--- src/rtl/tutor_ctrl_pkg.sv ---
// tutor_ctrl_pkg: note codes, hint LED patterns and FSM states shared by the tutor sequencer
package tutor_ctrl_pkg;
  localparam logic [3:0] N_NONE = 4'h0, N_C4 = 4'h1, N_D = 4'h2, N_E = 4'h3, N_F = 4'h4,
                         N_G = 4'h5, N_A = 4'h6, N_B = 4'h7, N_C5 = 4'h8, N_END = 4'hF;
  localparam logic [7:0] LED_C4 = 8'h01, LED_D = 8'h02, LED_E = 8'h04, LED_F = 8'h08,
                         LED_G = 8'h10, LED_A = 8'h20, LED_B = 8'h40, LED_C5 = 8'h80,
                         LED_ALL = 8'hFF;
  typedef enum logic [2:0] {S_IDLE, S_LOAD, S_WAIT_PRESS, S_WAIT_RELEASE, S_DONE} state_t;
  function automatic logic [7:0] onehot(input logic [3:0] n);
    case (n)
      N_C4:    return LED_C4;
      N_D:     return LED_D;
      N_E:     return LED_E;
      N_F:     return LED_F;
      N_G:     return LED_G;
      N_A:     return LED_A;
      N_B:     return LED_B;
      N_C5:    return LED_C5;
      default: return 8'h00;
    endcase
  endfunction
endpackage

--- src/rtl/tutor_ctrl_song_rom.sv ---
// song_rom: four END-terminated songs of up to 63 notes, one registered read per cycle
// Ports: CLK/RESET_N clock and async active-low reset; song_sel song index;
//   addr note position; data registered note code (END past the last note).
module song_rom
  import tutor_ctrl_pkg::*;
(
  input  logic       CLK,
  input  logic       RESET_N,
  input  logic [1:0] song_sel,
  input  logic [5:0] addr,
  output logic [3:0] data
);
  // note i of a song lives in the nibble at bit 4*(63-i), so the first note is the top nibble
  localparam logic [255:0] SONG0 = {N_E, N_E, N_F, N_G, N_G, N_F, N_E, N_D, N_C4, N_C4, N_D, N_E, N_E, N_D,
                                    N_E, N_E, N_F, N_G, N_G, N_F, N_E, N_D, N_C4, N_C4, N_D, N_E, N_D, N_C4,
                                    {36{N_END}}};
  localparam logic [255:0] SONG1 = {N_C4, N_D, N_E, N_F, N_G, N_A, N_B, N_C5, {56{N_END}}};
  localparam logic [255:0] SONG2 = {N_E, N_D, N_C4, N_D, N_E, N_E, N_E, N_D, N_D, N_D, N_E, N_G, N_G,
                                    N_E, N_D, N_C4, N_D, N_E, N_E, N_E, N_E, N_D, N_D, N_E, N_D, N_C4,
                                    {38{N_END}}};
  localparam logic [255:0] SONG3 = {N_C4, N_E, N_G, N_C5, N_G, N_E, N_C4, {57{N_END}}};
  logic [255:0] song;
  assign song = song_sel == 2'd0 ? SONG0 : song_sel == 2'd1 ? SONG1 : song_sel == 2'd2 ? SONG2 : SONG3;
  always_ff @(posedge CLK or negedge RESET_N)
    if (!RESET_N) data <= N_END;
    else data <= song[{~addr, 2'b00} +: 4];
endmodule

--- src/rtl/tutor_ctrl.sv ---
// tutor_ctrl: tutor-mode song sequencer driving the hint LEDs of the FPGA piano
// Ports: CLK/RESET_N clock and async active-low reset; MODE free-play override;
//   start/song_sel begin a song; note debounced key code; Led hint/flash pattern;
//   busy, song_done, err_cnt, idx status.
// TUTOR_HINT_BLINK_EN: blink the hint after HINT_TIMEOUT idle cycles in WAIT_PRESS.
module tutor_ctrl
  import tutor_ctrl_pkg::*;
#(
  parameter int unsigned HINT_TIMEOUT = 50_000_000,
  parameter int unsigned BLINK_HALF   = 12_500_000,
  parameter int unsigned DONE_CYCLES  = 100_000_000
) (
  input  logic       CLK,
  input  logic       RESET_N,
  input  logic       MODE,
  input  logic       start,
  input  logic [1:0] song_sel,
  input  logic [3:0] note,
  output logic [7:0] Led,
  output logic       busy,
  output logic       song_done,
  output logic [7:0] err_cnt,
  output logic [5:0] idx
);
  localparam logic [26:0] DONE_LAST = 27'(DONE_CYCLES - 1);
  if (DONE_CYCLES == 0 || DONE_CYCLES >= 2**27 || BLINK_HALF == 0 || BLINK_HALF >= 2**27 ||
      HINT_TIMEOUT >= 2**27) begin : g_bad_cfg
    $error("tutor_ctrl: cycle parameters must be nonzero and fit the 27-bit counters");
  end
  state_t      state_q;
  logic [1:0]  sel_q;
  logic [3:0]  exp_q, rom_q;
  logic        hit_q, load_ph_q, done_q, blink_off;
  logic [26:0] done_cnt_q;
  logic [7:0]  led_q, led_d, err_q;
  logic [5:0]  idx_q;
  song_rom u_rom (.CLK(CLK), .RESET_N(RESET_N), .song_sel(sel_q), .addr(idx_q), .data(rom_q));
`ifdef TUTOR_HINT_BLINK_EN
  localparam logic [26:0] HINT_T     = 27'(HINT_TIMEOUT);
  localparam logic [26:0] BLINK_LAST = 27'(BLINK_HALF - 1);
  logic [26:0] timer_q, blink_q;
  logic        phase_q;
  // any key or any state change restarts the idle timer; a held key always shows the hint
  assign blink_off = timer_q == HINT_T && !phase_q && note == N_NONE;
  always_ff @(posedge CLK or negedge RESET_N)
    if (!RESET_N) begin
      timer_q <= '0;
      blink_q <= '0;
      phase_q <= 1'b0;
    end else if (state_q != S_WAIT_PRESS || note != N_NONE) begin
      timer_q <= '0;
      blink_q <= '0;
      phase_q <= 1'b0;
    end else if (timer_q != HINT_T) timer_q <= timer_q + 27'd1;
    else if (blink_q == BLINK_LAST) begin
      blink_q <= '0;
      phase_q <= !phase_q;
    end else blink_q <= blink_q + 27'd1;
`else
  assign blink_off = 1'b0;
`endif
  assign led_d = state_q == S_IDLE ? 8'h00 :
                 state_q == S_DONE ? LED_ALL :
                 state_q == S_WAIT_PRESS ? (blink_off ? 8'h00 : onehot(exp_q)) : led_q;
  always_ff @(posedge CLK or negedge RESET_N)
    if (!RESET_N) begin
      state_q    <= S_IDLE;
      sel_q      <= '0;
      exp_q      <= N_NONE;
      hit_q      <= 1'b0;
      load_ph_q  <= 1'b0;
      done_q     <= 1'b0;
      done_cnt_q <= '0;
      led_q      <= '0;
      err_q      <= '0;
      idx_q      <= '0;
    end else begin
      done_q <= 1'b0;
      led_q  <= led_d;
      if (MODE) begin
        state_q   <= S_IDLE;
        led_q     <= '0;
        idx_q     <= '0;
        load_ph_q <= 1'b0;
      end else case (state_q)
        S_IDLE: if (start) begin
          sel_q     <= song_sel;
          err_q     <= '0;
          idx_q     <= '0;
          load_ph_q <= 1'b0;
          state_q   <= S_LOAD;
        end
        // first LOAD cycle addresses the ROM, second one sees its registered output
        S_LOAD: begin
          load_ph_q <= !load_ph_q;
          if (load_ph_q) begin
            exp_q <= rom_q;
            if (rom_q == N_END || idx_q == 6'd63) begin
              state_q    <= S_DONE;
              done_q     <= 1'b1;
              done_cnt_q <= '0;
            end else state_q <= S_WAIT_PRESS;
          end
        end
        S_WAIT_PRESS: if (note != N_NONE) begin
          hit_q   <= note == exp_q;
          state_q <= S_WAIT_RELEASE;
          if (note != exp_q && err_q != 8'hFF) err_q <= err_q + 8'd1;
        end
        S_WAIT_RELEASE: if (note == N_NONE) begin
          state_q <= hit_q ? S_LOAD : S_WAIT_PRESS;
          if (hit_q) idx_q <= idx_q + 6'd1;
        end
        S_DONE: if (done_cnt_q == DONE_LAST) begin
          state_q <= S_IDLE;
          idx_q   <= '0;
        end else done_cnt_q <= done_cnt_q + 27'd1;
        default: state_q <= S_IDLE;
      endcase
    end
  assign Led       = led_q;
  assign busy      = state_q != S_IDLE;
  assign song_done = done_q;
  assign err_cnt   = err_q;
  assign idx       = idx_q;
endmodule
--- config.mk ---
export PLATFORM = sky130hd
export DESIGN_NAME = tutor_ctrl
export DESIGN_NICKNAME = d
export VERILOG_FILES = /design/src/rtl/tutor_ctrl_pkg.sv /design/src/rtl/tutor_ctrl_song_rom.sv /design/src/rtl/tutor_ctrl.sv
export SDC_FILE = /design/constraint.sdc
export NUM_CORES = 1
export LEC_CHECK = 0
export ABC_AREA = 0
export BUFFER_PORTS_ARGS = -buffer_cell sky130_fd_sc_hd__clkbuf_2
export CORE_ASPECT_RATIO = 2
export CORE_MARGIN = 2
export CORE_UTILIZATION = 60
export DETAILED_ROUTE_END_ITERATION = 16
export PLACE_DENSITY = 0.91
export SLEW_MARGIN = 15
export SYNTH_ARGS = -nofsm -noshare
export SYNTH_HDL_FRONTEND = slang
export SYNTH_SLANG_ARGS = --single-unit
--- constraint.sdc ---
create_clock -name CLK -period 2.5 [get_ports CLK]
set_input_delay 0.375 -clock CLK [delete_from_list [all_inputs] [get_ports CLK]]
set_output_delay 0.375 -clock CLK [all_outputs]
set_load 0.02 [all_outputs]
# After elaboration in Yosys (flattened, before gate mapping)
# Memories as Yosys holds them, arrays and structs flattened.
# Cells that the tools add are included.
# totals
output_inout_bits	24
word_cells	100
n_memories	1
regBits	65
romBits	128
input_bits	10
# op_classes
n_reduce_logical	21
n_bitwise	2
n_shift	1
add_sub_neg	3
muxes	37
n_eq_ne	24
# mem_list
memory	depth	word_bits	read_ports	rd_ports_with_merged_regs	write_ports	line_no	text
(no name shown)	16	8	1	0	0	tutor_ctrl_pkg.sv:10	case (n)
# ops
operator	n
256-bit 2-to-1 mux	2
256-bit by 9-bit variable part select with 4-bit output	1
254-bit 2-to-1 mux	1
27-bit 2-to-1 mux	3
8-bit 2-to-1 mux	7
27-bit case mux with 2 select lines	1
6-bit 2-to-1 mux	5
27-bit by 1-bit adder with 27-bit output (second input constant)	1
27-bit == test (second input constant)	1
3-bit 2-to-1 mux	7
5-bit AND reduction	4
6-bit case mux with 3 select lines	1
8-bit case mux with 2 select lines	1
3-bit case mux with 5 select lines	1
3-bit != test (second input constant)	4
4-bit nonzero test	3
3-bit AND reduction	3
8-bit by 1-bit adder with 8-bit output (second input constant)	1
2-bit != test (second input constant)	4
8-bit != test (second input constant)	1
6-bit by 1-bit adder with 6-bit output (second input constant)	1
3-bit by 2-bit == test with 1-bit output (second input constant)	2
6-bit == test (second input constant)	1
1-bit 2-to-1 mux	6
22 further kinds	26

# Logic depth before layout (Yosys ltp)
# Gate-level depths: netlist of run 1.
# depth
depth_word	6
depth_mapped	8
ltp_nobuf	7

# By module
# Synthesis of run 1 repeated with hierarchy kept, for this count alone.
# hier_totals
hier_cells	472
area_unflattened_um2	4312.9
# modules_own_cells
module	cells_per_inst	area_per_inst_um2	seq_area_each_um2	n_inst
tutor_ctrl	376	3557.2	1526.5	1
song_rom	96	755.7	105.1	1

# Worst setup path before layout of run 1
# OpenSTA, ideal clock, no wires.
# synth_path
kind	register to register
startpoint	register err_q[0] (netlist: err_cnt[0])
endpoint	register err_q[5] (netlist: err_cnt[5])
required_ps	2431
t_arrival_ps	1970
setup_time_ps	69
path_buffers	1
period_less_slack_ps	2038
path_stages_with_launch	8
setup_slack_ps	462
cell_sequence	dfrtp_1 > ha_1 > nand3_1 > nor3_1 > or3_1 > clkbuf_1 > or4_1 > nand3_1
# synth_between
elab_chain_cells	4
word_cells_on_any_way	8
cone_classes	add/sub (1); eq/ne (2); mux (3); reduce/logical (2)
# synth_lines
element	line_no	text
from (decl)	tutor_ctrl.sv:35	logic [7:0] led_q, led_d, err_q;
from (signal assigned)	tutor_ctrl.sv:108	if (note != exp_q && err_q != 8'hFF) err_q <= err_q + 8'd1;
8-bit by 1-bit adder with 8-bit output / 8-bit != test (equally long branches)	tutor_ctrl.sv:108	
8-bit 2-to-1 mux / 1-bit logical AND (equally long branches)	tutor_ctrl.sv:108	
8-bit 2-to-1 mux / 2-bit by 1-bit != test with 1-bit output (equally long branches)	--	
8-bit case mux with 2 select lines / 5-bit AND reduction (equally long branches)	--	
# Several ways; a longest one is shown, not always the timed one. The select of a mux whose other input is x is not followed.
# A chain may end at the register's enable or synchronous reset.

# Worst setup path in the final report of run 1
# layout_path
startpoint	register done_cnt_q[0]
endpoint	register state_q[0]
# layout_between
elab_chain_cells	3
# layout_lines
element	line_no	text
from (decl)	tutor_ctrl.sv:34	logic [26:0] done_cnt_q;
from (signal assigned)	tutor_ctrl.sv:117	end else done_cnt_q <= done_cnt_q + 27'd1;
27-bit == test	tutor_ctrl.sv:114	S_DONE: if (done_cnt_q == DONE_LAST) begin
3-bit by 2-bit != test with 1-bit output (no line)	--	
5-bit AND reduction (no line)	--	
to (signal assigned)	tutor_ctrl.sv:111	state_q <= hit_q ? S_LOAD : S_WAIT_PRESS;
to (decl)	tutor_ctrl.sv:30	state_t state_q;
# No other way between the ends.

==> flow_summary.json, run 1 <==
{
  "status": "completed",
  "post_dp_cell_area_um2": 4453,
  "dpl.hpwl_um": 6765,
  "crit_required_ns": 2.72,
  "crit_type": "flip-flop to flip-flop",
  "yosysWarningCount": 0,
  "fp.dieH_um": 122.3,
  "critPathBufInv": 0,
  "ys_ff_latch": 65,
  "clock_sinks": 65,
  "syn_area_um2": 4198,
  "synth-compound-area-share_pct": 25.45,
  "area_growth_pct": 13.53,
  "start_util_pct": 61.44,
  "antenna_cells": 0,
  "wl_um": 10450,
  "pre_cts_slack_ns": 0.3764,
  "p_leak_nw": 2.039,
  "die_area_um2": 7722,
  "stdcell_count": 601,
  "drc_errors": 0,
  "cts_resized": 0,
  "fin_crit_sh_pct": 87.05,
  "synth_xor_area_share_pct": 1.043,
  "vias_per_cell": 6.720,
  "crit_fanout": 14,
  "synth_edf_count": 0,
  "ys_async_sr_fraction_pct": 100.0,
  "rows": 43,
  "synth_cell_type_count": 65,
  "yosys-top-cells-area": "dfrtp_1 (36%), o31ai_1 (7.5%), o21ai_0 (4.5%)",
  "drive_above_1_share_pct": 18.20,
  "cts_tree": "yes",
  "crit_family": "compound AO/OA/AOI/OAI gates",
  "wire_per_inst_um": 17.38,
  "power.internal_mw": 2.635,
  "root_buffer": "clkbuf_16",
  "cpMaxStageDelayCell": "dfrtp_1",
  "switchingPower_mw": 1.515,
  "synth_top_area_cell": "dfrtp_1",
  "start_kind": "flip-flop",
  "muxShareOfSynthArea_pct": 3.428,
  "synthAdderAreaFrac_pct": 3.279,
  "dr_total_vias": 4039,
  "path_clk_slew_ns": 0.05,
  "timing.critical_path.from": "done_cnt_q[0]$_DFFE_PN0P_",
  "switching_share_pct": 36.51,
  "synthCells": 478,
  "ys_seq_area_share_pct": 38.87,
  "ioPinCount": 34,
  "synth_top_family_by_area": "compound AO/OA/AOI/OAI gates",
  "clockPowerShare_pct": 30.6,
  "nFillCells": 526,
  "seqPwrFrac_pct": 37.3,
  "combPwrFrac_pct": 32.2,
  "cap_violations": 0,
  "hold_buffers": 0,
  "fp.dieW_um": 63.15,
  "synth-main-ff-cell": "dfrtp_1",
  "grt_pass1_vias": 3901,
  "reg2reg_from": "done_cnt_q[0]$_DFFE_PN0P_",
  "multiInputGateArea_um2": 2326,
  "crit_chain": "ha_1, and4_1, nand4_1, o21ba_4, a211o_1, mux2_2",
  "synth.top_cell.area_share_pct": 36.36,
  "grt_pass1_wl_um": 18070,
  "slowest_delay_ns": 0.40,
  "postCtsSetupBuffers": 0,
  "hold_violations": 0,
  "antenna_found_initial": 0,
  "design_area_um2": 4766,
  "setup_ws_ns": 0.3237,
  "seqCellArea_um2": 1632,
  "synth_fp_nets": 499,
  "crit_arrival_ns": 2.39,
  "globalRouteTotalUtil_pct": 29.39,
  "drt_iter0_markers": 578,
  "yosys.area_share.simple_pct": 22.21,
  "clock_latency_ns": 0.34,
  "h-tree-depth": 3,
  "place_congestion": 0.8891,
  "drv_slew": 0,
  "avgSynthCellArea_um2": 8.782,
  "critPathCaptureType": "flip-flop",
  "design.core.area_um2": 6833,
  "fin_tns_setup_ns": 0,
  "tightest_slew_ns": 0.8239,
  "dp.cells": 585,
  "peakVddDrop_mv": 0.7312,
  "numCtsBuffers": 9,
  "period_needed_ns": 2.176,
  "powerDensity_nw_per_um2": 870.7,
  "portBuffers": 33,
  "rsz0062_at_grt": "no",
  "clockBufferDepth": 2,
  "fin_total_pwr_mw": 4.150,
  "slew_headroom_pct": 45.07,
  "hp-class": "primary input to asynchronous set/reset pin",
  "drtPass1Iterations": 7,
  "setup_violations": 0,
  "fmax_mhz": 459.5,
  "finalNetCount": 527,
  "grt_overflow": 0,
  "finClkSkew_ns": 0.007043,
  "grt_start_max_net_pins": 66,
  "drtAntennaViolNets": 0
}
metrics by stage:
step | hold slack (ns) | utilization (%)
after floorplan | 0.07941 | -
after CTS | 0.2432 | 69.75
final | 0.2175 | 69.75
after global placement | 0.4625 | 65.17
after global routing | 0.2721 | 69.75
after detailed placement | 0.4897 | 65.17
routing by layer:
layer / global-route usage (%) / share of wire, % / up-vias
li1: - / - / 1873
met1: 37.14 / 41 / 1962
met2: 48.34 / 50 / 172
met3: 4.491 / 5.4 / 32
met4: 15.69 / 3.1 / 0
met5: 0 / 0 / -
synthesized netlist by cell type (11+ instances only):
cell and number:
dfrtp_1 61, o31ai_1 42, o21ai_0 38, a21oi_1 29, nand2_1 29, nor2_1 29, nand3_1 24, clkbuf_1 19
inv_1 17, nand4_1 17, a31oi_1 15, buf_2 11, ha_1 11
worst paths after layout:
kind	cells after the start	slack (ns)	to
max	6	0.32	state_q[0]$_DFFE_PN0P_
min	2	0.22	err_cnt[4]$_DFFE_PN0P_
max reg2reg	6	0.32	state_q[0]$_DFFE_PN0P_
min reg2reg	1	0.50	done_cnt_q[26]$_DFFE_PN0P_
max in group asynchronous	2	1.73	idx[5]$_DFFE_PN0P_
min in group CLK	2	0.27	sel_q[1]$_DFFE_PN0P_
sequential cells by signal, indices dropped and copies added (netlist names):
name and flops:
Led 8, exp_q 4, idx 6, load_ph_q 1, done_cnt_q 27, u_rom.data 4
state_q 3, err_cnt 8, hit_q 1, sel_q 2, song_done 1
cells by family after synthesis:
group,after synthesis
buf+inv,54
flops,65
mux,12
compound gates,163
simple gates,168
fa+ha+maj,11
xor+xnor,5
cell type report:
type,count,share of cell area [%]
Clock inverter,1,0.1050
Timing Repair Buffer,53,6.616
Inverter,18,1.418
Multi-Input combinational cell,359,48.81
Clock buffer,15,6.458
Tap cell,90,2.363
Sequential cell,65,34.23
placed cells by master (no fill, tap or decap), types with 5 or more instances in the layout:
cell type	netlist	routed
dfrtp_1	61	61
o31ai_1	42	42
o21ai_0	38	38
clkbuf_2	1	33
a21oi_1	29	29
nand2_1	29	29
nor2_1	29	29
nand3_1	24	24
buf_4	2	20
inv_1	17	17
nand4_1	17	17
a31oi_1	15	15
ha_1	11	11
nor3_1	10	10
mux2_2	9	9
clkbuf_16	0	9
nand2b_1	8	8
or2_2	6	6
nor4_1	6	6
nor2b_1	6	6
and3_1	6	6
clkbuf_8	0	6
xor2_1	5	5
o41ai_1	5	5
power groups by stage:
stage / sequential [mW] / clock [mW] / combinational [mW]
floorplan: 1.56 / 0 / 0.992
global placement: 1.53 / 0 / 1.26
detailed placement: 1.55 / 0 / 1.29
CTS: 1.54 / 1.28 / 1.32
global route: 1.59 / 1.33 / 1.49
finish: 1.55 / 1.27 / 1.34
No activity file was read; power rests on OpenSTA's default activity.
==> inputs of run 2 (changes only) <==
- CORE_UTILIZATION: 60 -> 62
- CTS_BUF_LIST: default -> sky130_fd_sc_hd__clkbuf_8
- PLACE_DENSITY: 0.91 -> 0.93
==> flow_summary.json, run 2 (synthesized netlist as in run 1, its figures left out) <==
{
  "crit_chain": "xor2_1, nor4_1, nor3_1, o21ai_0, mux2_2",
  "dr_total_vias": 3974,
  "drtAntennaViolNets": 0,
  "crit_fanout": 6,
  "vias_per_cell": 6.657,
  "pre_cts_slack_ns": 0.3432,
  "grt_pass1_vias": 3854,
  "crit_type": "flip-flop to flip-flop",
  "grt_pass1_wl_um": 17620,
  "hold_buffers": 0,
  "postCtsSetupBuffers": 0,
  "dpl.hpwl_um": 7425,
  "cts_resized": 0,
  "clock_latency_ns": 0.35,
  "stdcell_count": 597,
  "top_register": "done_cnt_q",
  "layout_commonest_cell": "dfrtp_1",
  "grt_overflow": 0,
  "status": "completed",
  "seqCellArea_um2": 1632,
  "clock_sinks": 65,
  "rsz0062_at_grt": "no",
  "p_leak_nw": 1.979,
  "numCtsBuffers": 9,
  "start_util_pct": 63.90,
  "critPathCaptureType": "flip-flop",
  "crit_required_ns": 2.79,
  "wire_per_inst_um": 17.45,
  "h-tree-depth": 3,
  "cpMaxStageDelayCell": "nor4_1",
  "finalNetCount": 525,
  "hold_violations": 0,
  "powerDensity_nw_per_um2": 806.8,
  "drc_errors": 0,
  "place_congestion": 0.8876,
  "antenna_cells": 0,
  "portBuffers": 33,
  "fmax_mhz": 450.1,
  "dp.cells": 581,
  "rows": 42,
  "drt_iter0_markers": 368,
  "hp-class": "primary input to asynchronous set/reset pin",
  "nFillCells": 487,
  "wl_um": 10420,
  "cap_violations": 0,
  "clockBufferDepth": 2,
  "crit_family": "simple AND/OR/NAND/NOR gates",
  "timing.hold.ws_ns": 0.1967,
  "design_area_um2": 4624,
  "setup_ws_ns": 0.2780,
  "drtPass1Iterations": 5,
  "cts_tree": "yes",
  "fp.dieW_um": 62.19,
  "final_cell_mix": "dfrtp_1 (61), o31ai_1 (42), o21ai_0 (38), clkbuf_2 (33)",
  "die_area_um2": 7485,
  "slowest_delay_ns": 0.66,
  "design.core.area_um2": 6569,
  "fin_tns_setup_ns": 0,
  "area_growth_pct": 10.16,
  "ioPinCount": 34,
  "post_dp_cell_area_um2": 4436,
  "fp.dieH_um": 120.4,
  "drv_slew": 0,
  "start_kind": "flip-flop",
  "globalRouteTotalUtil_pct": 29.57,
  "path_clk_slew_ns": 0.07,
  "multiInputGateArea_um2": 2326,
  "critPathBufInv": 0,
  "fin_crit_sh_pct": 88.88,
  "largest_register_ffs": 27,
  "peakVddDrop_mv": 0.4952,
  "tightest_slew_ns": 0.8334,
  "setup_violations": 0,
  "root_buffer": "clkbuf_8",
  "grt_start_max_net_pins": 66,
  "antenna_found_initial": 0,
  "period_needed_ns": 2.222,
  "drive_above_1_share_pct": 17.29,
  "crit_arrival_ns": 2.51,
  "finClkSkew_ns": 0.008396,
  "slew_headroom_pct": 44.44
}
-- run 2: metrics by stage --
step	power (mW)	util, %
after floorplan	2.550	-
after global placement	2.780	67.52
after detailed placement	2.861	67.52
after CTS	3.721	70.40
after global routing	3.968	70.40
final	3.731	70.40
-- run 2: power breakdown --
part	internal (mW)	switching (mW)
clock network	0.473	0.388
logic	0.526	0.813
registers	1.27	0.256
-- run 2: area by class of cell --
class | count | area share [%]
repair buffers | 51 | 6.493
clock buffers | 10 | 2.976
flip-flops and latches | 65 | 35.28
well taps | 88 | 2.381
inverters | 18 | 1.461
clock inverters | 6 | 1.109
multi-input cells | 359 | 50.30
-- run 2: worst paths after layout --
| kind | endpoint | startpoint | slack (ns) | depth (start not counted) |
|---|---|---|---|---|
| setup / recovery | err_cnt[0]$_DFFE_PN0P_ | exp_q[0]$_DFFE_PN0P_ | 0.28 | 5 |
| hold / removal | Led[5]$_DFFE_PN0P_ | RESET_N | 0.20 | 2 |
| setup reg to reg | err_cnt[0]$_DFFE_PN0P_ | exp_q[0]$_DFFE_PN0P_ | 0.28 | 5 |
| hold reg to reg | done_cnt_q[23]$_DFFE_PN0P_ | done_cnt_q[23]$_DFFE_PN0P_ | 0.49 | 1 |
| max in group asynchronous | done_cnt_q[8]$_DFFE_PN0P_ | RESET_N | 1.74 | 2 |
| min in group CLK | sel_q[0]$_DFFE_PN0P_ | song_sel[0] | 0.26 | 2 |
-- run 2: routing by layer --
layer  global-route usage [%]  part of all wire [%]  up-vias
li1                         -                     -     1868
met1                    32.09                    37     1882
met2                    51.63                    53      184
met3                    5.581                   5.1       40
met4                    20.28                   4.6        0
met5                        0                     0        -
==> inputs of run 3 (changes only) <==
- CORE_UTILIZATION: 62 -> 65
- GPL_TIMING_DRIVEN: default -> 0
- PLACE_DENSITY: 0.93 -> 0.95
- clock period: 2.5 -> 2.8 ns (I/O delays scaled with it)
==> flow_summary.json, run 3 (synthesized netlist as in run 1, its figures left out) <==
{
  "dp.cells": 598,
  "grt_pass1_vias": 4061,
  "clockBufferDepth": 2,
  "final_cell_mix": "dfrtp_1 (61), o31ai_1 (42), o21ai_0 (38), clkbuf_2 (33)",
  "fp.dieW_um": 60.83,
  "crit_required_ns": 3.03,
  "peakVddDrop_mv": 0.4917,
  "die_area_um2": 7156,
  "dr_total_vias": 4223,
  "fmax_mhz": 395.3,
  "grt_overflow": 0,
  "dpl.hpwl_um": 8014,
  "cts_resized": 0,
  "drv_slew": 0,
  "critPathCaptureType": "flip-flop",
  "root_buffer": "clkbuf_8",
  "area_growth_pct": 11.48,
  "slowest_delay_ns": 0.50,
  "crit_fanout": 10,
  "vias_per_cell": 6.878,
  "grt_pass1_wl_um": 18620,
  "status": "completed",
  "tightest_slew_ns": 0.7970,
  "drtPass1Iterations": 7,
  "layout_commonest_cell": "dfrtp_1",
  "period_needed_ns": 2.530,
  "grt_start_max_net_pins": 38,
  "hold_buffers": 0,
  "wl_um": 11230,
  "largest_register_ffs": 27,
  "portBuffers": 33,
  "drc_errors": 0,
  "globalRouteTotalUtil_pct": 33.46,
  "postCtsSetupBuffers": 0,
  "cts_tree": "yes",
  "wire_per_inst_um": 18.28,
  "fin_crit_sh_pct": 90.35,
  "crit_chain": "ha_1, nand3_1, o211ai_1, nand3_1, clkbuf_1, o31ai_1, o31ai_1",
  "top_register": "done_cnt_q",
  "crit_arrival_ns": 2.75,
  "powerDensity_nw_per_um2": 743.3,
  "combPwrFrac_pct": 38.3,
  "drtAntennaViolNets": 0,
  "hp-class": "primary input to asynchronous set/reset pin",
  "fin_total_pwr_mw": 3.478,
  "p_leak_nw": 1.992,
  "place_congestion": 0.9613,
  "setup_violations": 0,
  "seqPwrFrac_pct": 39.4,
  "slew_headroom_pct": 46.38,
  "cap_violations": 0,
  "cpMaxStageDelayCell": "dfrtp_1",
  "drive_above_1_share_pct": 16.86,
  "fp.dieH_um": 117.7,
  "design.core.area_um2": 6259,
  "switching_share_pct": 40.99,
  "switchingPower_mw": 1.426,
  "clock_latency_ns": 0.35,
  "clockPowerShare_pct": 22.3,
  "start_kind": "flip-flop",
  "antenna_cells": 0,
  "hold_violations": 0,
  "finalNetCount": 544,
  "crit_type": "flip-flop to flip-flop",
  "clock_sinks": 65,
  "rsz0062_at_grt": "no",
  "h-tree-depth": 3,
  "start_util_pct": 67.07,
  "ioPinCount": 34,
  "rows": 41,
  "path_clk_slew_ns": 0.07,
  "stdcell_count": 614,
  "drt_iter0_markers": 437,
  "finClkSkew_ns": 0.006091,
  "fin_tns_setup_ns": 0,
  "numCtsBuffers": 9,
  "power.internal_mw": 2.052,
  "antenna_found_initial": 0
}
## run 3: changes by cell type in the layout (fill, tap and decap cells not counted), sizes merged
cell and delta:
clkbuf +19, buf -1, inv -2, clkinv +3
## run 3: routing by layer
metal | GRT usage [%] | part of all wire [%] | vias up
met5 | 0 | 0 | -
met4 | 18.61 | 4.7 | 0
met3 | 6.264 | 6.6 | 59
met2 | 53.02 | 51 | 259
met1 | 41.12 | 38 | 1993
li1 | - | - | 1912
## run 3: path summary, 6_finish.rpt
path                                                  from                    endpoint  slack, ns  cells after the start
worst max-delay path                    idx[1]$_DFFE_PN0P_  done_cnt_q[23]$_DFFE_PN0P_       0.27                      7
worst min-delay path                               RESET_N          Led[4]$_DFFE_PN0P_       0.02                      1
worst max register to register          idx[1]$_DFFE_PN0P_  done_cnt_q[23]$_DFFE_PN0P_       0.27                      7
worst min register to register  done_cnt_q[26]$_DFFE_PN0P_  done_cnt_q[26]$_DFFE_PN0P_       0.48                      1
max in group asynchronous                          RESET_N     u_rom.data[0]$_DFF_PN1_       2.19                      2
min in group CLK                               song_sel[1]        sel_q[1]$_DFFE_PN0P_       0.30                      2
## run 3: final cells by class
type / count / area (um^2)
Buffer: 36 / 172.7
Clock buffer: 9 / 123.9
Clock inverter: 7 / 62.56
Fill cell: 445 / 1579
Inverter: 18 / 67.56
Multi-Input combinational cell: 359 / 2326
Sequential cell: 65 / 1632
Tap cell: 86 / 107.6
Timing Repair Buffer: 34 / 187.7
## run 3: critical path, delay by kind of cell (launching register included)
kind            cells  cell delay (ns)
compound gates      3             0.73
fa+ha+maj           1             0.25
buf+inv             1             0.39
flops               1             0.50
simple gates        2             0.54
## run 3: power by group through the flow
stage,registers [mW],logic (mW),clock network (mW)
after global placement,1.35,1.23,0
after floorplan,1.39,0.885,0
after CTS,1.36,1.30,0.782
final,1.37,1.33,0.776
after global routing,1.39,1.48,0.829
after detailed placement,1.37,1.29,0
## run 3: metrics by stage
| stage | hold slack (ns) | instance area, um^2 | util [%] | worst slack [ns] |
|---|---|---|---|---|
| finish | 0.01754 | 4679 | 74.77 | 0.2703 |
| global route | 0.03832 | 4679 | 74.77 | 0.1678 |
| global placement | 0.4657 | 4471 | 71.43 | 0.4751 |
| detailed placement | 0.4022 | 4493 | 71.79 | 0.3753 |
| CTS | 0.02262 | 4679 | 74.77 | 0.3809 |
| floorplan | 0.1244 | 4198 | - | 0.7615 |
